### src/rtl/adder_pkg.sv
// Shared encodings and width default for the bit-serial adder block.
package adder_pkg;

    localparam int ADD_W = 8;

    typedef enum logic [1:0] {
        ST_IDLE = 2'd0,
        ST_RUN  = 2'd1,
        ST_DONE = 2'd2
    } state_t;

endpackage

### src/rtl/fa_dataflow.sv
// One-bit full adder cell; the only arithmetic in the serial datapath.
module fa_dataflow (
    input  logic a,
    input  logic b,
    input  logic ci,
    output logic s,
    output logic co
);

    assign s  = a ^ b ^ ci;
    assign co = (a & b) | (ci & (a ^ b));

endmodule

### src/rtl/serial_adder_ctrl.sv
// Bit-serial N-bit adder controller: feeds fa_dataflow one bit per cycle, LSB first.
// Optional signed-overflow output enabled by defining OVERFLOW_DETECT_EN.
module serial_adder_ctrl
    import adder_pkg::*;
#(
    parameter int N = ADD_W
) (
    input  logic         clk,
    input  logic         rst,
    input  logic         start,
    input  logic [N-1:0] a,
    input  logic [N-1:0] b,
    input  logic         ci,
    output logic         busy,
    output logic         done,
    output logic [N-1:0] sum,
    output logic         co
`ifdef OVERFLOW_DETECT_EN
    ,
    output logic         ovf
`endif
);

    localparam int            CW   = $clog2(N + 1);
    localparam logic [CW-1:0] LAST = CW'(N - 1);

    state_t        r_state;
    state_t        w_state_nxt;
    logic [N-1:0]  r_sa;
    logic [N-1:0]  r_sb;
    logic [N-1:0]  r_sum_sr;
    logic [N-1:0]  w_sum_sr_nxt;
    logic [CW-1:0] r_cnt;
    logic          r_carry;
    logic          w_fa_s;
    logic          w_fa_co;
    logic          w_last;

    fa_dataflow u_fa (
        .a  (r_sa[0]),
        .b  (r_sb[0]),
        .ci (r_carry),
        .s  (w_fa_s),
        .co (w_fa_co)
    );

    assign w_last = (r_cnt == LAST);

    // New sum bit enters at the MSB; after N slices bit 0 holds the LSB.
    assign w_sum_sr_nxt = N'({w_fa_s, r_sum_sr} >> 1);

    // FSM state register.
    always_ff @(posedge clk) begin
        if (rst) begin
            r_state <= ST_IDLE;
        end else begin
            r_state <= w_state_nxt;
        end
    end

    // Next-state logic.
    always_comb begin
        w_state_nxt = r_state;
        case (r_state)
            ST_IDLE: begin
                if (start) begin
                    w_state_nxt = ST_RUN;
                end else begin
                    w_state_nxt = ST_IDLE;
                end
            end
            ST_RUN: begin
                if (w_last) begin
                    w_state_nxt = ST_DONE;
                end else begin
                    w_state_nxt = ST_RUN;
                end
            end
            ST_DONE: w_state_nxt = ST_IDLE;
            default: w_state_nxt = ST_IDLE;
        endcase
    end

    // Operand capture, serial shifting, carry/count and registered results.
    always_ff @(posedge clk) begin
        if (rst) begin
            r_sa     <= '0;
            r_sb     <= '0;
            r_sum_sr <= '0;
            r_cnt    <= '0;
            r_carry  <= 1'b0;
            busy     <= 1'b0;
            done     <= 1'b0;
            sum      <= '0;
            co       <= 1'b0;
`ifdef OVERFLOW_DETECT_EN
            ovf      <= 1'b0;
`endif
        end else begin
            busy <= (w_state_nxt != ST_IDLE);
            done <= (w_state_nxt == ST_DONE);
            case (r_state)
                ST_IDLE: begin
                    if (start) begin
                        r_sa     <= a;
                        r_sb     <= b;
                        r_carry  <= ci;
                        r_cnt    <= '0;
                        r_sum_sr <= '0;
                    end
                end
                ST_RUN: begin
                    r_sa     <= r_sa >> 1;
                    r_sb     <= r_sb >> 1;
                    r_sum_sr <= w_sum_sr_nxt;
                    r_carry  <= w_fa_co;
                    r_cnt    <= r_cnt + CW'(1);
                    if (w_last) begin
                        sum <= w_sum_sr_nxt;
                        co  <= w_fa_co;
`ifdef OVERFLOW_DETECT_EN
                        // r_carry is the carry into the MSB slice here.
                        ovf <= r_carry ^ w_fa_co;
`endif
                    end
                end
                default: begin
                end
            endcase
        end
    end

endmodule

### config.mk
export PLATFORM = sky130hd
export DESIGN_NAME = serial_adder_ctrl
export DESIGN_NICKNAME = d
export VERILOG_FILES = /design/src/rtl/adder_pkg.sv /design/src/rtl/fa_dataflow.sv /design/src/rtl/serial_adder_ctrl.sv
export SDC_FILE = /design/constraint.sdc
export NUM_CORES = 1
export LEC_CHECK = 0
export CELL_PAD_IN_SITES_DETAIL_PLACEMENT = 1
export CELL_PAD_IN_SITES_GLOBAL_PLACEMENT = 1
export CORE_MARGIN = 3
export CORE_UTILIZATION = 40
export CTS_BUF_LIST = sky130_fd_sc_hd__clkbuf_2
export DETAILED_ROUTE_END_ITERATION = 16
export PLACE_DENSITY = 0.79
export SLEW_MARGIN = 20
export SYNTH_ARGS = -nofsm -noshare
export SYNTH_HDL_FRONTEND = slang
export SYNTH_HIERARCHICAL = 1
export SYNTH_SLANG_ARGS = --single-unit
### constraint.sdc
create_clock -name clk -period 1.6 [get_ports clk]
set_input_delay 0.16 -clock clk [delete_from_list [all_inputs] [get_ports clk]]
set_output_delay 0.16 -clock clk [all_outputs]
set_load 0.01 [all_outputs]
# Word-level counts from Yosys, hierarchy flattened
# Cells that the tools add are included.
[op_classes] bitwise=5 n_eq_ne=4 reduce_logical=5 n_mux=13 add_sub_neg=1
[ops] op="8-bit case mux with 2 select lines" count=3
[ops] op="8-bit 2-to-1 mux" count=3
[ops] op="4-bit case mux with 2 select lines" count=1
[ops] op="4-bit by 1-bit adder with 4-bit output (second input constant)" count=1
[ops] op="4-bit by 3-bit == test with 1-bit output (second input constant)" count=1
[ops] op="4-bit 2-to-1 mux" count=1
[ops] op="2-bit case mux with 2 select lines" count=1
[ops] op="2-bit AND reduction" count=2
[ops] op="2-bit nonzero test" count=2
[ops] op="1-bit bitwise AND" count=2
[ops] op="2-bit by 1-bit == test with 1-bit output (second input constant)" count=1
[ops] op="2-bit == test (second input constant)" count=1
[ops] op="2-bit logical NOT" count=1
[ops] op="1-bit 2-to-1 mux" count=2
[ops] op="2-bit 2-to-1 mux" count=1
[ops] op="2-bit inequality test (second input constant)" count=1
[ops] op="1-bit case mux with 2 select lines" count=1
[ops] op="1-bit bitwise XOR" count=2
[ops] op="1-bit bitwise OR" count=1
[totals] register_bits=42 out_inout_bits=11 input_bits=20 wordCells=38

# Longest topological paths before layout
[logic_depth] ltp_word=4 depth_mapped=6

# Cells and area by module
# Netlist, hierarchy kept.
[by_module_without_submodules] module="serial_adder_ctrl" area_each_um2=1681.6 instances=1 cells_per_inst=185
[by_module_without_submodules] module="fa_dataflow" area_each_um2=20.0 instances=1 cells_per_inst=1

# Worst setup path after synthesis
# No wires, ideal clock.
[synth_timing] kind="flip-flop to flip-flop" start="register r_cnt[0]" end="register co" setup_time_ps=72 period_less_slack_ps=1282 stages_incl_launch_ff=5 slack_ps=318 n_path_buf=0 t_arrival_ps=1210 path_cell_list="dfxtp_1 ha_1 nand4b_1 nor2_4 mux2i_1"
[synth_via] elab_chain_cells=2
[synth_lines] item="start: declaration" line="serial_adder_ctrl.sv:33" source="logic [CW-1:0] r_cnt;"
[synth_lines] item="start signal: assignment" line="serial_adder_ctrl.sv:117" source="r_cnt <= r_cnt + CW'(1);"
[synth_lines] item="4-bit by 3-bit == test with 1-bit output" line="serial_adder_ctrl.sv:47" source="assign w_last = (r_cnt == LAST);"
[synth_lines] item="2-bit AND reduction (no source line)"
[synth_lines] item="end signal: assignment" line="serial_adder_ctrl.sv:120" source="co <= w_fa_co;"
[synth_lines] item="end: declaration" line="serial_adder_ctrl.sv:17" source="output logic co"
# Every way passes these cells.
# A chain may end at the register's enable or synchronous reset.

# Worst setup path after layout
[layout_timing] start="register sum[0]" end="output sum[0]"
[layout_rtl] item="start: declaration" line="serial_adder_ctrl.sv:16" source="output logic [N-1:0] sum,"
[layout_rtl] item="start signal: assignment" line="serial_adder_ctrl.sv:119" source="sum <= w_sum_sr_nxt;"
# No word-level cell between the ends.

==> impl_metrics.yaml <==
run_status:
  status: "finished, final reports clean"
global_route:
  grt_max_degree: 50
  antenna_found_initial: 0
  grt_pass1_vias: 1432
  overflow: 0
  track_usage_pct: 16.0
  grt_pass1_wl_um: 6400
worst_setup_path:
  startpoint: "sum[0]$_SDFFE_PP0P_"
  reg2reg_from: "r_cnt[0]$_SDFFE_PP0P_"
  reg2reg_slack_ns: 0.16
  cp_top_family: "buffers and inverters"
  reg2reg_depth: 5
  crit_path_top_delay_cell: "clkdlybuf4s50_1"
  max_stage_delay_ns: 0.55
  critical_path_cell_count: 1
  crit_chain: "clkdlybuf4s50_1"
  worstPathRequired_ns: 1.44
  worstPathMaxFanout: 2
  endpoint: "sum[0]"
  path_class: "reg -> out"
  r2r_end: "sum[4]$_SDFFE_PP0P_"
  crit_buf_inv: 1
  endpoint_kind: "output port"
  crit_arrival_ns: 1.33
  worstSetupStartpointType: "flop"
floorplanning:
  core_sq_um: 4060
  start_util_pct: 41.9
  die_h_um: 71.2
  die_area_sq_um: 5070
  num_rows: 23
  ios: 31
  die_w_um: 71.2
synth:
  synth_nets: 208
  synth-seq-area-share_pct: 48.2
  synthCells: 186
  yosys_most_used_dff: "dfxtp_1"
  ys_ff_latch: 41
  synth_edf_count: 0
  synthArstFlopShare_pct: 0
  yosysWarnings: 6
  postSynthAreaPerCell_sq_um: 9.15
  netlist_area_sq_um: 1700
  yosys.cell_types.count: 26
timing:
  slew_viol_final: 0
  post-route-period-util_pct: 92.8
  fin_skew_ns: 0.00515
  hold_viol: 0
  tns_ns: 0
  rsz0062_at_grt: "no"
  tightest_slew_ns: 0.400
  finalSetupViolCount: 0
  relSlewSlack_pct: 73.3
  clock.fmax_mhz: 673
  layout_min_cycle_time_ns: 1.49
detailed_routing:
  drtIter0Drc: 68
  wl_met3_um: 176
  via_count: 1409
  met1_length_um: 1620
  antenna_violating_nets_post_route: 0
  wl_per_cell_um: 14.7
  drt-total-wl_um: 3890
  via_per_inst: 5.32
  drc: 0
  routed-wl-met2_um: 2070
  firstDrtPassIters: 4
  top_layer: "met4"
cells_and_area:
  layout.nets: 236
  fillers: 482
  antennaDiodeCount: 0
  drive_above_1_share_pct: 6.98
  fin_util_pct: 52.0
  area_growth_pct: 23.9
placement:
  routabilityCongestion: 0.770
  hpwl_um: 2680
  port-buffer-count: 30
power_and_ir_drop:
  powerDensity_nw_per_um2: 835
  leakage_nw: 0.796
  ir_worst_vdd_v: 0.000419
clocking:
  insertion_delay_ns: 0.39
  cts_made_buffers: 5
  htree_num_levels: 2
  hold_buffers: 0
  cts.clk_slew.worst_paths_ns: 0.19
  clkSinkCount: 41
  cts_tree: "done"
  clk_path_buf_depth: 2
  clock_tree.root_cell: "clkbuf_2"
min_path:
  hold_path_startpoint: "a[3]"
  hold_path_class: "in -> reg"
job:
  drv_cap: 0
per-stage QoR:
| step | area (sq um) | setup slack (ns) | hold WS [ns] | total power (W) | std cells |
|---|---|---|---|---|---|
| after global routing | 2110 | 0.00553 | 0.246 | 0.00186 | 265 |
| after floorplan | 1700 | 0.318 | 0.301 | 0.00126 | 186 |
| after CTS | 2080 | 0.0432 | 0.269 | 0.00179 | 263 |
| final | 2110 | 0.115 | 0.288 | 0.00176 | 265 |
| after global placement | 2040 | 0.195 | 0.458 | 0.00135 | 255 |
| after detailed placement | 2040 | 0.0891 | 0.476 | 0.00136 | 255 |
timing repair:
action | in CTS | in global routing
setup endpoints to repair | 0 | 4
gates resized for setup | 0 | 1
setup buffers | 0 | 2
state kept, by name, summed over array words and instances (netlist names):
signal	flops
busy	1
co	1
done	1
r_carry	1
r_cnt	4
r_sa	8
r_sb	8
r_state	2
r_sum_sr	7
sum	8
worst register-to-register path: cells and delay by family, from the launching register on:
family                   cells  cell delay (ns)
buffers and inverters        1             0.14
flip-flops                   1             0.42
AND/OR/NAND/NOR              2             0.44
multiplexers                 1             0.20
adder cells (fa/ha/maj)      1             0.21
kinds of logic after synthesis:
kind of cell,share of synthesized area [%]
and+or+nand+nor,20.7
AOI/OAI and AO/OA,17.9
DFF,48.2
buffers and inverters,5.37
muxes,5.88
adders and majority gates,1.91
metal layers:
layer	vias up	global-route usage, %
met2	28	28.1
li1	695	-
met4	0	5.64
met1	684	17.8
met5	-	0
met3	2	5.47
placed cells by master (no fill, tap or decap), drive strengths merged, types with 2 or more instances in the layout:
cell type	n
dfxtp	41
clkdlybuf4s50	29
nor2	28
nand2b	19
a21oi	16
nand2	16
a211oi	15
a22oi	10
mux2i	10
buf	6
clkbuf	5
nor3	3
clkinv	3
nand3	2
report_power, final:
group          total (W)  switching (W)  internal, W
sequential       0.00110      0.0000286      0.00107
combinational   0.000242       0.000120     0.000122
clock           0.000422       0.000327    0.0000957
worst min path at each step:
stage                           end  depth (start not counted)  slack, ns
6_report       r_sa[3]$_SDFFE_PP0P_                          3       0.29
5_1_grt        r_sa[3]$_SDFFE_PP0P_                          3       0.25
4_1_cts        r_sa[4]$_SDFFE_PP0P_                          3       0.27
3_5_place_dp    sum[7]$_SDFFE_PP0P_                          2       0.48
3_3_place_gp    sum[2]$_SDFFE_PP0P_                          2       0.46
2_1_floorplan  r_carry$_SDFFE_PP0P_                          2       0.30
synthesized netlist by cell type (all sizes together) (2+ instances only):
cell    number  area [sq um]
nand3        2          10.0
a21oi       16          80.1
nor2        28           113
nor3         3          15.0
dfxtp       41           821
mux2i       10           100
buf         10          72.6
a211oi      15           113
nand2b      19           119
clkbuf       5          18.8
nand2       16          60.1
a22oi       10          75.1
final cells by class:
class,count,area [sq um],share of cell area (%)
Tap cell,50,62.6,2.97
Sequential cell,41,821,38.9
Multi-Input combinational cell,130,790,37.4
Clock buffer,5,25.0,1.19
Clock inverter,3,12.5,0.593
Timing Repair Buffer,36,398,18.9
Note: power is estimated with default switching activity, not from simulation.
